$ cat src/rtl/vga_timing_pkg.sv
// Shared 640x480@60 raster timing constants for the sync generator and colour stage.
package vga_timing_pkg;

    localparam int CNT_W = 10;

    localparam int VGA_CLK_DIV  = 4;
    localparam int VGA_H_ACTIVE = 640;
    localparam int VGA_H_FP     = 16;
    localparam int VGA_H_SYNC   = 96;
    localparam int VGA_H_BP     = 48;
    localparam int VGA_V_ACTIVE = 480;
    localparam int VGA_V_FP     = 10;
    localparam int VGA_V_SYNC   = 2;
    localparam int VGA_V_BP     = 33;

    localparam int VGA_H_TOTAL = VGA_H_ACTIVE + VGA_H_FP + VGA_H_SYNC + VGA_H_BP;
    localparam int VGA_V_TOTAL = VGA_V_ACTIVE + VGA_V_FP + VGA_V_SYNC + VGA_V_BP;

    // 640x480@60 uses negative-going sync pulses
    localparam logic VGA_SYNC_POL = 1'b0;

    function automatic logic in_window(logic [CNT_W-1:0] v, int lo, int len);
        return (int'(v) >= lo) && (int'(v) < lo + len);
    endfunction

endpackage

$ cat src/rtl/vga_pix_div.sv
// Pixel-clock divider: one-cycle pix_tick every CLK_DIV cycles of clk_100.
module vga_pix_div #(
    parameter int CLK_DIV = 4
) (
    input  logic clk_100,
    input  logic rst,
    output logic pix_tick
);

    localparam int DW = $clog2(CLK_DIV);
    localparam logic [DW-1:0] DIV_LAST = DW'(CLK_DIV - 1);
    localparam logic [DW-1:0] DIV_PRE  = DW'(CLK_DIV - 2);

    logic [DW-1:0] div_cnt;

    // pix_tick is registered one count early so it is high while div_cnt sits at its last value
    always_ff @(posedge clk_100 or negedge rst) begin
        if (!rst) begin
            div_cnt  <= '0;
            pix_tick <= 1'b0;
        end else begin
            div_cnt  <= (div_cnt == DIV_LAST) ? '0 : div_cnt + 1'b1;
            pix_tick <= (div_cnt == DIV_PRE);
        end
    end

endmodule

$ cat src/rtl/vga_hvsync_gen.sv
// VGA raster timing generator: position counters, sync pulses and line/frame strobes.
// Define HVSYNC_FRAME_CNT_EN to add the 8-bit frame_cnt output.
module vga_hvsync_gen
    import vga_timing_pkg::*;
#(
    parameter int   CLK_DIV  = VGA_CLK_DIV,
    parameter int   H_ACTIVE = VGA_H_ACTIVE,
    parameter int   H_FP     = VGA_H_FP,
    parameter int   H_SYNC   = VGA_H_SYNC,
    parameter int   H_BP     = VGA_H_BP,
    parameter int   V_ACTIVE = VGA_V_ACTIVE,
    parameter int   V_FP     = VGA_V_FP,
    parameter int   V_SYNC   = VGA_V_SYNC,
    parameter int   V_BP     = VGA_V_BP,
    parameter logic SYNC_POL = VGA_SYNC_POL
) (
    input  logic             clk_100,
    input  logic             rst,
    output logic             pix_tick,
    output logic [CNT_W-1:0] x_count,
    output logic [CNT_W-1:0] y_count,
    output logic             hsync,
    output logic             vsync,
    output logic             active_pixel,
    output logic             line_start,
    output logic             frame_start
`ifdef HVSYNC_FRAME_CNT_EN
    ,
    output logic [7:0]       frame_cnt
`endif
);

    localparam int H_TOTAL = H_ACTIVE + H_FP + H_SYNC + H_BP;
    localparam int V_TOTAL = V_ACTIVE + V_FP + V_SYNC + V_BP;
    localparam logic [CNT_W-1:0] X_LAST = CNT_W'(H_TOTAL - 1);
    localparam logic [CNT_W-1:0] Y_LAST = CNT_W'(V_TOTAL - 1);

    logic             x_wrap;
    logic             y_wrap;
    logic [CNT_W-1:0] x_nxt;
    logic [CNT_W-1:0] y_nxt;

    vga_pix_div #(
        .CLK_DIV (CLK_DIV)
    ) u_pix_div (
        .clk_100  (clk_100),
        .rst      (rst),
        .pix_tick (pix_tick)
    );

    always_comb begin
        x_wrap = pix_tick && (x_count == X_LAST);
        y_wrap = x_wrap && (y_count == Y_LAST);
        x_nxt  = x_count;
        y_nxt  = y_count;
        if (pix_tick) begin
            x_nxt = x_wrap ? '0 : x_count + 1'b1;
        end
        if (x_wrap) begin
            y_nxt = (y_count == Y_LAST) ? '0 : y_count + 1'b1;
        end
    end

    // Decode from the next positions so sync/active stay aligned with the registered counters
    always_ff @(posedge clk_100 or negedge rst) begin
        if (!rst) begin
            x_count      <= X_LAST;
            y_count      <= Y_LAST;
            hsync        <= ~SYNC_POL;
            vsync        <= ~SYNC_POL;
            active_pixel <= 1'b0;
            line_start   <= 1'b0;
            frame_start  <= 1'b0;
        end else begin
            x_count      <= x_nxt;
            y_count      <= y_nxt;
            hsync        <= in_window(x_nxt, H_ACTIVE + H_FP, H_SYNC) ? SYNC_POL : ~SYNC_POL;
            vsync        <= in_window(y_nxt, V_ACTIVE + V_FP, V_SYNC) ? SYNC_POL : ~SYNC_POL;
            active_pixel <= (int'(x_nxt) < H_ACTIVE) && (int'(y_nxt) < V_ACTIVE);
            line_start   <= x_wrap;
            frame_start  <= y_wrap;
        end
    end

`ifdef HVSYNC_FRAME_CNT_EN
    always_ff @(posedge clk_100 or negedge rst) begin
        if (!rst) begin
            frame_cnt <= 8'd0;
        end else if (y_wrap) begin
            frame_cnt <= frame_cnt + 8'd1;
        end
    end
`endif

endmodule

$ cat config.mk
export PLATFORM = sky130hd
export DESIGN_NAME = vga_hvsync_gen
export DESIGN_NICKNAME = d
export VERILOG_FILES = /design/src/rtl/vga_timing_pkg.sv /design/src/rtl/vga_pix_div.sv /design/src/rtl/vga_hvsync_gen.sv
export SDC_FILE = /design/constraint.sdc
export NUM_CORES = 1
export LEC_CHECK = 0
export ABC_AREA = 1
export BUFFER_PORTS_ARGS = -buffer_cell sky130_fd_sc_hd__buf_2
export CAP_MARGIN = 25
export CORE_ASPECT_RATIO = 0.7
export CORE_MARGIN = 2
export CORE_UTILIZATION = 55
export DETAILED_ROUTE_END_ITERATION = 6
export GPL_ROUTABILITY_DRIVEN = 1
export PLACE_DENSITY = 0.74
export SYNTH_ARGS = -nofsm -noshare
export SYNTH_HDL_FRONTEND = slang
export SYNTH_SLANG_ARGS = --single-unit
$ cat constraint.sdc
create_clock -name clk_100 -period 2.1 [get_ports clk_100]
set_clock_uncertainty 0.05 [all_clocks]
set_input_delay 0.105 -clock clk_100 [delete_from_list [all_inputs] [get_ports clk_100]]
set_output_delay 0.105 -clock clk_100 [all_outputs]
set_load 0.05 [all_outputs]
==> results of run 1 <==
final timing paths:
| path | end | slack [ps] |
|---|---|---|
| max in group asynchronous | active_pixel | 1280 |
| setup / recovery | active_pixel | 120 |
| hold / removal | x_count[5] | 320 |
| setup reg to reg | active_pixel | 120 |
| min in group clk_100 | u_pix_div.div_cnt[0] | 410 |
| hold reg to reg | u_pix_div.div_cnt[0] | 410 |
power by group:
| part | total, µW | switching, µW | internal [µW] | leakage [µW] |
|---|---|---|---|---|
| logic | 11.9 | 10.1 | 1.87 | 0.000672 |
| registers | 540 | 0 | 540 | 0.000339 |
| clock network | 428 | 172 | 255 | 0.0000357 |
what timing repair did:
action	4_1_cts	5_1_grt
hold buffers	1	0
endpoints found under the setup margin	0	2
buffers inserted	0	3
endpoints found under the hold margin	16	0
gates resized for setup	0	5
cell usage after synthesis, types with 4 or more instances:
cell type and n:
nor2_1 16, ha_1 5, o21ai_0 4, inv_1 38, nor3_1 4, nand2_2 5
nor2_2 4, dfrtp_1 16, nand2_1 72, nor2_4 4, dfstp_2 12, inv_2 5
nand3_1 18
final cells by class:
cell class / count / area (µm²)
clock inverters: 1 / 30.0
flip-flops and latches: 28 / 716
inverters: 43 / 161
well taps: 36 / 45.0
fillers: 239 / 875
repair buffers: 32 / 179
clock buffers: 3 / 41.3
multi-input cells: 145 / 756
cell families (layout without fill, tap and decap cells):
logic type,count (synthesis),count (layout),synth area share
simple gates,127,127,0.356
buf+inv,45,79,0.111
xor+xnor,1,1,0.00538
fa+ha+maj,5,5,0.0384
flops,28,28,0.439
compound gates,12,12,0.0499
through the flow:
stage	hold WS, ps	worst slack (ps)	cell area, µm²	util	cells
after floorplan	-241	110	1630	-	218
after global placement	104	214	1800	0.642	280
after detailed placement	110	116	1800	0.642	280
after CTS	339	108	1880	0.671	285
after global routing	387	2.28	1930	0.688	288
final	321	124	1930	0.688	288
state kept, by name, indices dropped and copies added (netlist names):
signal              count
vsync                   1
y_count                10
u_pix_div.div_cnt       2
x_count                10
line_start              1
u_pix_div.pix_tick      1
hsync                   1
frame_start             1
active_pixel            1
per-layer routing:
layer,share of wire,vias up
li1,-,726
met1,0.50,667
met2,0.42,54
met3,0.079,0
met4,0,0
met5,0,-
worst max-delay path, stage by stage (launching register included):
cell	delay [ps]
dfstp_2	590
ha_4	150
nand2_4	70
nor2_4	130
nand2_2	90
nor2_4	190
buf_4	150
nand3_1	90
nand2_1	100
nand3_2	90
nor2_2	110
nor2_1	50
==> qor.yml, run 1 <==
status:
  status: "finished, final reports clean"
grt:
  grtUsageMet2: 0.316
  grt_pass1_wl_mm: 6.07
  grt_usage: 0.227
  use_met1: 0.362
  grt_overflow: 0
  grt_max_degree: 29
  grt_use_met3: 0.0532
  antenna_found_initial: 0
  grt.busiest_layer: "met1"
  grt_pass1_vias: 1249
drt:
  drtIter0Drc: 144
  finalWirelength_mm: 3.56
  dr.pass1.iters: 4
  ant_nets: 0
  drc_errors: 0
  post_drt_wl_per_cell_um: 12.3
  routed-via-count: 1447
  viasPerCell: 5.02
finish:
  antennaDiodeCount: 0
  layout_common_cells: "nand2_1 (72), inv_1 (38), buf_2 (27)"
  syn2layout_area_growth_pct: 18.4
  final_common_cell: "nand2_1"
  drive_gt1_frac: 0.290
  final_nets: 260
sta:
  finalSetupViolCount: 0
  slew_violations: 0
  grt_setup_unrepaired: "false"
  tns_ps: 0
  tightest_slew_ps: 609
  period_needed_ps: 1980
  relSlewSlack: 0.594
  fmax_mhz: 506
  hold_viol: 0
  post-route-period-util: 0.941
clock_network:
  clk_root_buffer_cell: "clkbuf_8"
  cts_buffers: 3
  cts_tree: "yes"
  clk_pin_slew_ps: 100
  insertion_delay_ps: 280
  cts.sinks: 28
  htree_levels: 1
  clockBufferDepth: 2
yosys:
  synth_cells: 218
  yosys.area.top_type: "dfrtp_1"
  synth-seq-cells: 28
  synth_edf_count: 0
  synth_warnings: 0
  ys_seq_area_frac: 0.439
  synth_fp_nets: 225
  ys_types: 25
  syn_area_um2: 1630
  synth_ff_type: "dfrtp_1"
  synth_top_area_frac: 0.246
  syn_area_per_cell_um2: 7.47
  synthTopCellsByArea: "dfrtp_1 (25%), dfstp_2 (19%), nand2_1 (17%)"
  async_flop_share: 1.00
critical_path:
  arrival_ps: 2100
  rr_worst_depth: 11
  crit_type: "register to register"
  cp-start-kind: "register"
  setup.worst_path.end_class: "register"
  timing.rr.start: "x_count[1]"
  cp.required_ps: 2220
  cp_max_fo: 7
  crit_start: "x_count[1]"
power_and_ir_drop:
  finalPower_uw: 980
  p_per_area_nw_per_um2: 508
  p_leak_uw: 0.00105
  peakVddDrop_mv: 0.464
placed_design:
  gp_congestion: 0.933
  dp_hpwl_mm: 2.68
  place.port_buffers: 27
floorplanning:
  start_util: 0.581
  chipHeight_um: 49.5
  coreArea_um2: 2800
  dieArea_um2: 3420
  rows: 16
  ios: 28
  die_width_um: 69.1
flow_run:
  drv_cap: 0
worst_hold_path:
  hp-class: "input pin to asynchronous set/reset pin"
Power figures use the tool's default switching activity.
==> run 2: changes to the inputs <==
--- a/config.mk
+++ b/config.mk
@@ -13,7 +13,7 @@
 export CORE_UTILIZATION = 55
 export DETAILED_ROUTE_END_ITERATION = 6
 export GPL_ROUTABILITY_DRIVEN = 1
-export PLACE_DENSITY = 0.74
+export PLACE_DENSITY_LB_ADDON = 0.2
 export SYNTH_ARGS = -nofsm -noshare
 export SYNTH_HDL_FRONTEND = slang
 export SYNTH_SLANG_ARGS = --single-unit
==> run 2 against run 1 <==
Against the previous run: sequential power about the same; utilization decreased by 1.0 points; total power decreased by 0.38%; register-to-register slack about the same; die area unchanged; flip-flop and latch count unchanged; worst hold slack got worse by 22 ps; via count decreased by 4.3%; fmax about the same; critical endpoint unchanged; largest cell class unchanged; largest power group unchanged.
==> qor.yml, run 2 (synthesis results as in run 1) <==
floorplanning:
  dieArea_um2: 3420  # unchanged
  coreArea_um2: 2800  # unchanged
  rows: 16  # unchanged
  ios: 28  # unchanged
  start_util: 0.581  # unchanged
  die_width_um: 69.1  # unchanged
  chipHeight_um: 49.5  # unchanged
clock_network:
  cts_buffers: 3  # unchanged
  clk_root_buffer_cell: "clkbuf_8"  # unchanged
  htree_levels: 1  # unchanged
  cts.sinks: 28  # unchanged
  insertion_delay_ps: 280  # about the same
  cts_tree: "yes"  # unchanged
  clk_pin_slew_ps: 90  # was 100 ps
  clockBufferDepth: 2  # unchanged
drt:
  drc_errors: 0  # unchanged
  post_drt_wl_per_cell_um: 11.7  # was 12.3 µm
  finalWirelength_mm: 3.33  # was 3.56 mm
  dr.pass1.iters: 4  # unchanged
  drtIter0Drc: 122  # was 144
  ant_nets: 0  # unchanged
  viasPerCell: 4.84  # was 5.02
  routed-via-count: 1385  # was 1,447
grt:
  grt_max_degree: 29  # unchanged
  grt_overflow: 0  # unchanged
  grt_pass1_wl_mm: 5.79  # was 6.07 mm
  grt_pass1_vias: 1220  # was 1,249
  grt_usage: 0.216  # was 0.227
  antenna_found_initial: 0  # unchanged
critical_path:
  setup.worst_path.end_class: "register"  # unchanged
  cp_max_fo: 7  # unchanged
  arrival_ps: 2110  # was 2100 ps
  crit_type: "register to register"  # unchanged
  cp-start-kind: "register"  # unchanged
  cp.required_ps: 2230  # was 2220 ps
finish:
  layout_common_cells: "nand2_1 (72), inv_1 (38), buf_2 (27)"  # unchanged
  fin_area_um2: 1900  # was 1930 µm²
  final_common_cell: "nand2_1"  # unchanged
  regArea_um2: 716  # unchanged
  reg.largest.list: "x_count (10), y_count (10), u_pix_div.div_cnt (2)"  # unchanged
  final_nets: 258  # was 260
  fin_util: 0.678  # was 0.688
  fillCellCount: 230  # was 239
  syn2layout_area_growth_pct: 16.6  # was 18.4%
  antennaDiodeCount: 0  # unchanged
  drive_gt1_frac: 0.284  # was 0.290
  multi_input_comb_area_um2: 746  # was 756 µm²
sta:
  finalSetupViolCount: 0  # unchanged
  relSlewSlack: 0.598  # was 0.594
  hold_viol: 0  # unchanged
  tightest_slew_ps: 603  # was 609 ps
  period_needed_ps: 1970  # was 1980 ps
  fmax_mhz: 506  # about the same
  post-route-period-util: 0.940  # was 0.941
  grt_setup_unrepaired: "false"  # unchanged
  slew_violations: 0  # unchanged
  tns_ps: 0  # unchanged
power_and_ir_drop:
  peakVddDrop_mv: 0.464  # about the same
  p_per_area_nw_per_um2: 514  # was 508 nW/µm²
  finalPower_uw: 976  # was 980 µW
  p_leak_uw: 0.00104  # was 0.00105 µW
placed_design:
  place.port_buffers: 27  # unchanged
  gp_congestion: 0.890  # was 0.933
  place_area_um2: 1800  # unchanged
  dp_hpwl_mm: 2.53  # was 2.68 mm
worst_hold_path:
  hp-class: "input pin to asynchronous set/reset pin"  # unchanged
flow_run:
  drv_cap: 0  # unchanged
status:
  status: "finished, final reports clean"  # unchanged
==> run 2: cell count changes in the layout (fill, tap and decap cells not counted) <==
cell / delta
nand2_4: -1
xor2_2: +1
buf_4: -1
ha_1: +1
xor2_1: -1
ha_4: -1
nand2_2: +1
buf_6: -1
==> run 2: critical path, stage by stage, from the launching register on <==
cell     delay [ps]
dfstp_2         570
ha_1            190
nand2_2         110
nor2_4          120
nand2_2          90
nor2_4          180
buf_4           140
nand2_2          30
nand2_1          40
nand2_1          50
inv_2            60
nand2_2          60
nor2_2          130
nor2_1           50
==> run 2: area by class of cell <==
cell class / instances / area share
clock inverter: 1 / 0.0158
clock buffer: 3 / 0.0217
timing repair buffer: 30 / 0.0843
sequential: 28 / 0.377
multi-input combinational: 145 / 0.393
tap: 36 / 0.0237
inverter: 43 / 0.0850
==> run 2: layer usage <==
layer | global-route usage | vias to the layer above | wire (µm)
li1 | - | 722 | -
met1 | 0.323 | 620 | 1630
met2 | 0.309 | 38 | 1440
met3 | 0.0593 | 5 | 223
met4 | 0.0588 | 0 | 36
met5 | 0 | - | 0
==> run 2: repair_timing <==
action | CTS | global route
resized for setup | 0 | 2
hold endpoints to repair | 16 | 0
hold buffers | 1 | 0
endpoints found under the setup margin | 0 | 2
buffers inserted | 0 | 1
==> run 2: worst paths after layout <==
path | slack [ps] | from | to | depth (start not counted)
max in group asynchronous | 1300 | rst | y_count[0] | 2
min in group clk_100 | 400 | u_pix_div.div_cnt[0] | u_pix_div.div_cnt[0] | 1
min | 300 | rst | x_count[6] | 2
max | 130 | x_count[1] | active_pixel | 13
min reg2reg | 400 | u_pix_div.div_cnt[0] | u_pix_div.div_cnt[0] | 1
max reg2reg | 130 | x_count[1] | active_pixel | 13
==> run 2: metrics by stage <==
step | setup WS [ps] | hold WS (ps) | std cells
global route | 5.09 | 369 | 286
CTS | 133 | 331 | 285
finish | 125 | 298 | 286
global placement | 229 | 99.1 | 280
floorplan | 110 | -241 | 218
detailed placement | 159 | 100 | 280
==> run 2: report_power, final <==
group          leakage (µW)  internal [µW]  switching [µW]
Combinational      0.000667           1.86            9.90
Clock             0.0000357            256             169
Sequential         0.000339            540               0
